## src/rtl/hmac_i2c_pkg.sv

```systemverilog
// -----------------------------------------------------------------------------
// hmac_i2c_pkg
// Shared constants for the I2C-to-register bridge of the HMAC/SHA1 block.
//   - Bridge FSM state encoding (as localparams and as the state enum)
//   - RD_TIMEOUT_DATA : byte returned to the I2C master when a read times out
//   - DEFAULT_ADDR_WIDTH / DEFAULT_TIMEOUT : bridge parameter defaults
// -----------------------------------------------------------------------------
package hmac_i2c_pkg;

    localparam int DEFAULT_ADDR_WIDTH = 8;
    localparam int DEFAULT_TIMEOUT    = 255;

    localparam logic [7:0] RD_TIMEOUT_DATA = 8'hFF;

    localparam logic [1:0] ST_IDLE    = 2'd0;
    localparam logic [1:0] ST_WR_REQ  = 2'd1;
    localparam logic [1:0] ST_RD_REQ  = 2'd2;
    localparam logic [1:0] ST_RD_HOLD = 2'd3;

    typedef enum logic [1:0] {
        IDLE    = ST_IDLE,
        WR_REQ  = ST_WR_REQ,
        RD_REQ  = ST_RD_REQ,
        RD_HOLD = ST_RD_HOLD
    } bridge_state_t;

endpackage

```

## src/rtl/i2c_reg_bridge.sv

```systemverilog
// -----------------------------------------------------------------------------
// i2c_reg_bridge
// Sits between the I2C slave byte streams and the register block req/ack bus.
// The first received byte of a write transaction loads the register pointer;
// following bytes are written at the pointer with auto-increment. Bytes
// requested by the slave are fetched on demand from the current pointer.
//
// Ports
//   clk, rst          clock, synchronous active-high reset
//   wr_tdata/tvalid/tready/tlast   received-byte stream from the slave
//   rd_tdata/tvalid/tready/tlast   transmit-byte stream to the slave
//   bus_addressed     slave is addressed (falling edge aborts a transaction)
//   reg_req/we/addr/wdata          register access request (held until ack)
//   reg_ack/rdata     access complete, read data valid with ack
//   ptr               current register pointer
//   err               sticky access-timeout flag
// -----------------------------------------------------------------------------
module i2c_reg_bridge
    import hmac_i2c_pkg::*;
#(
    parameter int ADDR_WIDTH = DEFAULT_ADDR_WIDTH,
    parameter int TIMEOUT    = DEFAULT_TIMEOUT
) (
    input  logic                  clk,
    input  logic                  rst,
    input  logic [7:0]            wr_tdata,
    input  logic                  wr_tvalid,
    output logic                  wr_tready,
    input  logic                  wr_tlast,
    output logic [7:0]            rd_tdata,
    output logic                  rd_tvalid,
    input  logic                  rd_tready,
    output logic                  rd_tlast,
    input  logic                  bus_addressed,
    output logic                  reg_req,
    output logic                  reg_we,
    output logic [ADDR_WIDTH-1:0] reg_addr,
    output logic [7:0]            reg_wdata,
    input  logic                  reg_ack,
    input  logic [7:0]            reg_rdata,
    output logic [ADDR_WIDTH-1:0] ptr,
    output logic                  err
);

    localparam int CNT_WIDTH = 16;
    // The counter is 0 in the first request cycle, so the last allowed
    // cycle is TIMEOUT-1 and reg_req stays high for exactly TIMEOUT cycles.
    localparam logic [CNT_WIDTH-1:0] CNT_LAST = CNT_WIDTH'(TIMEOUT - 1);
    localparam logic [ADDR_WIDTH-1:0] PTR_ONE = ADDR_WIDTH'(1);

    bridge_state_t         state_reg, state_next;
    logic [ADDR_WIDTH-1:0] ptr_reg, ptr_next;
    logic [ADDR_WIDTH-1:0] reg_addr_reg, reg_addr_next;
    logic [7:0]            reg_wdata_reg, reg_wdata_next;
    logic [7:0]            rd_tdata_reg, rd_tdata_next;
    logic [CNT_WIDTH-1:0]  cnt_reg, cnt_next;
    logic                  expect_ptr_reg, expect_ptr_next;
    logic                  wr_tready_reg, wr_tready_next;
    logic                  rd_tvalid_reg, rd_tvalid_next;
    logic                  reg_req_reg, reg_req_next;
    logic                  reg_we_reg, reg_we_next;
    logic                  err_reg, err_next;
    logic                  addressed_reg;

    logic wr_fire;
    logic rd_fire;
    logic timeout_hit;
    logic addressed_fall;

    // wr_tready_reg is only ever high while the FSM sits in IDLE.
    assign wr_fire        = wr_tvalid && wr_tready_reg;
    assign rd_fire        = rd_tvalid_reg && rd_tready;
    assign timeout_hit    = (cnt_reg == CNT_LAST);
    assign addressed_fall = addressed_reg && !bus_addressed;

    always_ff @(posedge clk) begin
        if (rst) begin
            state_reg      <= IDLE;
            ptr_reg        <= '0;
            reg_addr_reg   <= '0;
            reg_wdata_reg  <= '0;
            rd_tdata_reg   <= '0;
            cnt_reg        <= '0;
            expect_ptr_reg <= 1'b1;
            wr_tready_reg  <= 1'b0;
            rd_tvalid_reg  <= 1'b0;
            reg_req_reg    <= 1'b0;
            reg_we_reg     <= 1'b0;
            err_reg        <= 1'b0;
            addressed_reg  <= 1'b0;
        end else begin
            state_reg      <= state_next;
            ptr_reg        <= ptr_next;
            reg_addr_reg   <= reg_addr_next;
            reg_wdata_reg  <= reg_wdata_next;
            rd_tdata_reg   <= rd_tdata_next;
            cnt_reg        <= cnt_next;
            expect_ptr_reg <= expect_ptr_next;
            wr_tready_reg  <= wr_tready_next;
            rd_tvalid_reg  <= rd_tvalid_next;
            reg_req_reg    <= reg_req_next;
            reg_we_reg     <= reg_we_next;
            err_reg        <= err_next;
            addressed_reg  <= bus_addressed;
        end
    end

    always_comb begin
        state_next      = state_reg;
        ptr_next        = ptr_reg;
        reg_addr_next   = reg_addr_reg;
        reg_wdata_next  = reg_wdata_reg;
        rd_tdata_next   = rd_tdata_reg;
        cnt_next        = cnt_reg + 1'b1;
        expect_ptr_next = expect_ptr_reg;
        rd_tvalid_next  = rd_tvalid_reg;
        reg_req_next    = reg_req_reg;
        reg_we_next     = reg_we_reg;
        err_next        = err_reg;

        case (state_reg)
            IDLE: begin
                cnt_next = '0;
                if (wr_fire) begin
                    expect_ptr_next = wr_tlast;
                    if (expect_ptr_reg) begin
                        ptr_next = wr_tdata[ADDR_WIDTH-1:0];
                    end else begin
                        reg_req_next   = 1'b1;
                        reg_we_next    = 1'b1;
                        reg_addr_next  = ptr_reg;
                        reg_wdata_next = wr_tdata;
                        state_next     = WR_REQ;
                    end
                end else if (rd_tready && bus_addressed) begin
                    reg_req_next  = 1'b1;
                    reg_we_next   = 1'b0;
                    reg_addr_next = ptr_reg;
                    state_next    = RD_REQ;
                end
                // A transaction that ends without a tlast byte (master gave
                // up) must not leave us expecting data on the next one.
                if (addressed_fall) begin
                    expect_ptr_next = 1'b1;
                end
            end

            WR_REQ: begin
                // A timed-out write still advances the pointer so the byte
                // stream and register addresses stay aligned.
                if (reg_ack || timeout_hit) begin
                    reg_req_next = 1'b0;
                    ptr_next     = ptr_reg + PTR_ONE;
                    state_next   = IDLE;
                    if (!reg_ack) begin
                        err_next = 1'b1;
                    end
                end
            end

            RD_REQ: begin
                if (reg_ack) begin
                    reg_req_next   = 1'b0;
                    rd_tdata_next  = reg_rdata;
                    rd_tvalid_next = 1'b1;
                    state_next     = RD_HOLD;
                end else if (timeout_hit) begin
                    reg_req_next   = 1'b0;
                    rd_tdata_next  = RD_TIMEOUT_DATA;
                    rd_tvalid_next = 1'b1;
                    err_next       = 1'b1;
                    state_next     = RD_HOLD;
                end
            end

            RD_HOLD: begin
                cnt_next = '0;
                if (rd_fire) begin
                    rd_tvalid_next = 1'b0;
                    ptr_next       = ptr_reg + PTR_ONE;
                    state_next     = IDLE;
                end else if (!bus_addressed) begin
                    // Master left before taking the byte: drop it and keep
                    // the pointer so the next read refetches this address.
                    rd_tvalid_next = 1'b0;
                    state_next     = IDLE;
                end
            end

            default: begin
                state_next = IDLE;
            end
        endcase
    end

    // Registered so that wr_tready stays low during the reset cycle.
    assign wr_tready_next = (state_next == IDLE);

    assign wr_tready = wr_tready_reg;
    assign rd_tdata  = rd_tdata_reg;
    assign rd_tvalid = rd_tvalid_reg;
    assign rd_tlast  = 1'b0;
    assign reg_req   = reg_req_reg;
    assign reg_we    = reg_we_reg;
    assign reg_addr  = reg_addr_reg;
    assign reg_wdata = reg_wdata_reg;
    assign ptr       = ptr_reg;
    assign err       = err_reg;

endmodule

```

## config.mk

```make
export PLATFORM = sky130hd
export DESIGN_NAME = i2c_reg_bridge
export DESIGN_NICKNAME = d
export VERILOG_FILES = /design/src/rtl/hmac_i2c_pkg.sv /design/src/rtl/i2c_reg_bridge.sv
export SDC_FILE = /design/constraint.sdc
export NUM_CORES = 1
export LEC_CHECK = 0
export BUFFER_PORTS_ARGS = -buffer_cell sky130_fd_sc_hd__buf_2
export CAP_MARGIN = 5
export CORE_ASPECT_RATIO = 1.5
export CORE_MARGIN = 1.5
export CORE_UTILIZATION = 50
export CTS_CLUSTER_DIAMETER = 60
export DETAILED_ROUTE_END_ITERATION = 7
export PLACE_DENSITY = 0.86
export SLEW_MARGIN = 20
export SYNTH_ARGS = -nofsm -noshare
export SYNTH_HDL_FRONTEND = slang
export SYNTH_SLANG_ARGS = --single-unit
```

## constraint.sdc

```tcl
create_clock -name clk -period 3.2 [get_ports clk]
set_input_delay 0.32 -clock clk [delete_from_list [all_inputs] [get_ports clk]]
set_output_delay 0.32 -clock clk [all_outputs]
set_load 0.005 [all_outputs]
```

# [Word level (Yosys, flattened, before mapping)]
# Index checks and enable logic that the tools add are counted.
[word_totals] ff_bits=57 elab_cells=95 output_inout_bits=38 inputBits=23
[classes] n_eq_ne=16 n_mux=39 add_sub_neg=2 bitwise=1 reduce_logical=24
[ops] op="two-way mux 8 bit" count=9
[ops] op="one-hot mux 8 bit (3 select lines)" count=1
[ops] op="two-way mux 1 bit" count=17
[ops] op="adder 16 x 1 -> 16 bit, second input constant" count=1
[ops] op="== test 16 x 8 -> 1 bit, second input constant" count=1
[ops] op="two-way mux 2 bit" count=8
[ops] op="inequality test 2 bit, second input constant" count=8
[ops] op="AND reduction 5 bit" count=3
[ops] op="inequality test 3 bit, second input constant" count=4
[ops] op="nonzero test 2 bit" count=5
[ops] op="AND reduction 3 bit" count=3
[ops] op="adder 8 x 1 -> 8 bit, second input constant" count=1
[ops] op="one-hot mux 2 bit (4 select lines)" count=1
[ops] op="nonzero test 3 bit" count=2
[ops] op="== test 2 bit, second input constant" count=2
[ops] op="logical AND 1 bit" count=4
[ops] op="logical NOT 2 bit" count=2
[ops] op="one-hot mux 1 bit (2 select lines)" count=2
[ops] op="AND reduction 2 bit" count=2
[ops] op="one-hot mux 1 bit (3 select lines)" count=1
[ops] op="OR reduction 3 bit" count=1
[ops] op="== test 2 x 1 -> 1 bit, second input constant" count=1
[ops] op="logical NOT 1 bit" count=1
[ops] op="logical OR 1 bit" count=1
[ops] op="inverter 1 bit" count=1

# [Longest topological paths before layout]
[logic_depth] depth_word=5 depth_mapped=8 mapped_depth_nobuf=6

# [Worst setup path after synthesis]
# No wires, ideal clock.
[synth_timing] path_type="register to register" from="register state_reg[0]" to="register cnt_reg[11]" arrival_ps=1691 path_stages_with_launch=7 slack_ps=1450 n_path_buf=1 t_required_ps=3141 synth_period_minus_slack_ps=1750 setup_time_ps=59 path_cell_list="dfxtp_1 > inv_1 > ha_1 > or3_1 > clkbuf_1 > or4_1 > nand2_1"
[synth_via] elab_chain_cells=2 word_cells_on_any_way=3 cone_classes="1 x eq/ne; 2 x reduce/logical"
[synth_lines] item="start: declaration" line="i2c_reg_bridge.sv:51" text="bridge_state_t state_reg, state_next;"
[synth_lines] item="start signal: assignment" line="i2c_reg_bridge.sv:92" text="state_reg <= state_next;"
[synth_lines] item="== test 2 bit / logical NOT 2 bit (equally long branches)" line="i2c_reg_bridge.sv:121" text="case (state_reg)"
[synth_lines] item="OR reduction 3 bit (no line) (*)"
[synth_lines] item="end signal: assignment" line="i2c_reg_bridge.sv:97" text="cnt_reg <= cnt_next;"
[synth_lines] item="end: declaration" line="i2c_reg_bridge.sv:56" text="logic [CNT_WIDTH-1:0] cnt_reg, cnt_next;"
# Every way passes the cells marked *; elsewhere a longest branch is shown, timed or not.
# A chain may end at the register's enable or synchronous reset.

# [Worst setup path in the final report]
[layout_timing] from="register state_reg[0]" to="register ptr_reg[7] (netlist: ptr[7])"
[layout_via] elab_chain_cells=3 word_cells_on_any_way=10 cone_classes="6 x eq/ne; 1 x mux; 3 x reduce/logical"
[layout_lines] item="== test 2 x 1 -> 1 bit (tied with other cells)" line="i2c_reg_bridge.sv:121"
[layout_lines] item="inequality test 2 bit (no line) / nonzero test 3 bit (equally long branches)"
[layout_lines] item="AND reduction 5 bit (no line)"
[layout_lines] item="end signal: assignment" line="i2c_reg_bridge.sv:93" text="ptr_reg <= ptr_next;"
[layout_lines] item="end: declaration" line="i2c_reg_bridge.sv:52" text="logic [ADDR_WIDTH-1:0] ptr_reg, ptr_next;"
# Several ways; a longest one is shown, not always the timed one.

==> metrics <==
largest net degree at the start of global routing 36; Peak supply drop 307.6 uV; placer's final routability congestion estimate 0.8604; final setup fails 0; Avg Vias per Cell about 6; slew of the pin with the lowest slew margin 946.9 ps; Post-synth EDFFs 0; post-route worst setup slack 864.9 ps; worst hold stages 3; ys flop type dfxtp_1; Synth Area per Inst 9.087 sq um; Yosys reg bits 57; CP Max Fanout 11; # DRC 0; RSZ-0062 raised after global routing no; CTS tree built; Seq/Total Area, Yosys a little over two fifths; Starting Density between 50% and 60%; vias in the first global route 2,331; clk buf depth 2; post-synthesis instance area 0.002699 sq mm; clock slew at reported path FFs 60 ps; die area 0.005856 sq mm; final period utilization between 70 and 80%; Vias 2,515; Sw Share 27.12%; combinational cell fraction of total power 15.4%; core area 0.005165 sq mm; Internal around 1300 uW; FF-to-FF Start state_reg[0]; drt first pass iters 5; reg2reg path depth 5; Die Wd around 63 microns; commonest non-fill, non-tap cell in the layout buf_2; Resize count post-CTS 0; most frequent cells in the layout 59 x buf_2, 57 x dfxtp_1, 32 x nand2_1; Layout area overhead 17.62%; ratio of cells with drive above 1 in the final layout 25.78%; ANT cells 0; CP Data Required Time approximately 3500 ps; dpl hpwl 4.451 mm; min-delay src wr_tlast; Post-Synth Simple-Gate Area 21.70%; first-pass GRT wire length around 11 mm; r2r setup slk 860 ps; Crit path arrival time between 2000 and 3000 ps; synthesized instance count between 200 and 300; clock buffer count from CTS 9; Pwr per Cell Area around 540 mW/mm^2; clock latency on the worst-skew pair 350 ps; Slew headroom 36.04%; post-layout min period 2335 ps; Synth Area in Compound Gates about a fifth; Max Cap Viol 0; area share of fa/ha/maj cells after synthesis 3.245%; Worst Hold Class input port to flop; I/O Buffers just under 60; number of flip-flops under the largest register name 16; Startpoint Class flop; Setup CP Type flop to flop; f_max 0.4282 GHz; Nets 378; largest family of logic cells by synthesized area simple AND/OR/NAND/NOR gates; run status completed; GRT overflow 0; pre-CTS WS 925.8 ps; final WL 6.424 mm; Synthesized Nets 327; Worst Setup End Kind flop; synth warn 0; fillers 452; Clk network pwr share 37.9%; Setup TNS 0 ps; initial antenna violation count 0; Synth cell types 60; XOR/XNOR share of the synthesized area 2.596%; gr usage total between 20% and 30%; Sequential Power Share 46.8%; Setup Buffers After CTS 0; Antenna Violating Nets Remaining 0; Hold Fails Final Rpt 0; Final Slew Violations 0; Routed WL per cell 15.26 microns; DRT iter0 DRCs 155; Crit Reg-Reg Endpoint ptr[7]; CTS H-tree lvls 3; Sink Count 57; Die H 92.98 microns; standard-cell rows 32; final setup skew 11.25 ps; multiplexer area fraction after synthesis under 10%; Static Leak 0.001295 uW; ys async rst share 0%; # IOs about 60; NetSw around 470 uW; Hold EP expect_ptr_reg; clk root buf clkbuf_8; hold_buf cts 0
power by group through the flow:
stage	clock (uW)	combinational, uW	sequential, uW
floorplan	0	171	811
global route	685	292	810
detailed placement	0	260	817
global placement	0	253	817
CTS	659	262	802
finish	652	264	805
worst max path at each step:
| stage | startpoint | endpoint | slack, ps |
|---|---|---|---|
| after floorplan | state_reg[0] | cnt_reg[11] | 1450 |
| after global placement | cnt_reg[0] | rd_tdata[1] | 970 |
| after detailed placement | state_reg[0] | reg_addr[5] | 930 |
| after CTS | state_reg[0] | reg_addr[5] | 900 |
| after global routing | cnt_reg[0] | rd_tdata[4] | 710 |
| final | state_reg[0] | ptr[7] | 860 |
stage by stage:
stage / cells / util (%) / hold WS, ps / total power [uW] / area [sq um]
after floorplan: 297 / - / 425.5 / 982.0 / 2699
after global placement: 405 / 57.80 / 439.9 / 1070 / 2985
after detailed placement: 405 / 57.80 / 444.8 / 1078 / 2985
after CTS: 421 / 61.46 / 177.8 / 1724 / 3174
after global routing: 421 / 61.46 / 229.5 / 1787 / 3174
final: 421 / 61.46 / 178.6 / 1721 / 3174
area by class of cell:
class	instances	area, sq um	area share, %
timing repair buffer	59	295.3	9.302
clock buffer	13	148.9	4.691
tap	68	85.08	2.680
sequential	57	1141	35.95
inverter	11	41.29	1.301
multi-input combinational	210	1423	44.82
clock inverter	3	40.04	1.261
kinds of logic after synthesis:
group,count (synthesis)
AOI/OAI and AO/OA,73
xor gates and xnor gates,8
adders and majority gates,7
buffers and inverters,30
DFF,57
muxes,12
other,1
and+or+nand+nor,109
worst max-delay path: stages, from the launching register on:
cell	delay (ps)
dfxtp_1	400
ha_1	390
inv_1	260
a221oi_2	550
o21ai_0	290
o32ai_1	340
per-layer routing:
layer | wire (microns) | vias up | global-route usage [%]
li1 | - | 1201 | -
met1 | 2659 | 1185 | 26.66
met2 | 3203 | 110 | 39.36
met3 | 405 | 19 | 3.610
met4 | 155 | 0 | 13.15
met5 | 0 | - | 0
Yosys cell counts (2+ instances only):
| cell type | number | share of area, % |
|---|---|---|
| clkbuf_1 | 11 | 1.5 |
| a211oi_1 | 2 | 0.56 |
| o32ai_1 | 3 | 0.97 |
| xnor2_1 | 2 | 0.65 |
| and2_1 | 5 | 1.2 |
| and4_1 | 3 | 0.97 |
| a221oi_1 | 6 | 1.9 |
| xor2_1 | 6 | 1.9 |
| nand4_1 | 8 | 1.9 |
| o31ai_1 | 4 | 1.1 |
| nor2b_1 | 2 | 0.46 |
| or3_1 | 2 | 0.46 |
| nor3_1 | 7 | 1.3 |
| a211o_1 | 2 | 0.65 |
| inv_1 | 10 | 1.4 |
| a21oi_1 | 23 | 4.3 |
| nand3_1 | 8 | 1.5 |
| or4_1 | 4 | 1.1 |
| nand2_1 | 32 | 4.5 |
| o221a_2 | 8 | 3.3 |
| nor2_1 | 26 | 3.6 |
| o221ai_1 | 2 | 0.65 |
| buf_2 | 3 | 0.56 |
| dfxtp_1 | 57 | 42 |
| ha_1 | 7 | 3.2 |
| o21ai_0 | 4 | 0.74 |
| o211ai_1 | 5 | 1.4 |
| mux2i_1 | 11 | 4.1 |
| buf_6 | 2 | 0.83 |
| buf_1 | 2 | 0.28 |
Note: power is estimated with default switching activity, not from simulation.
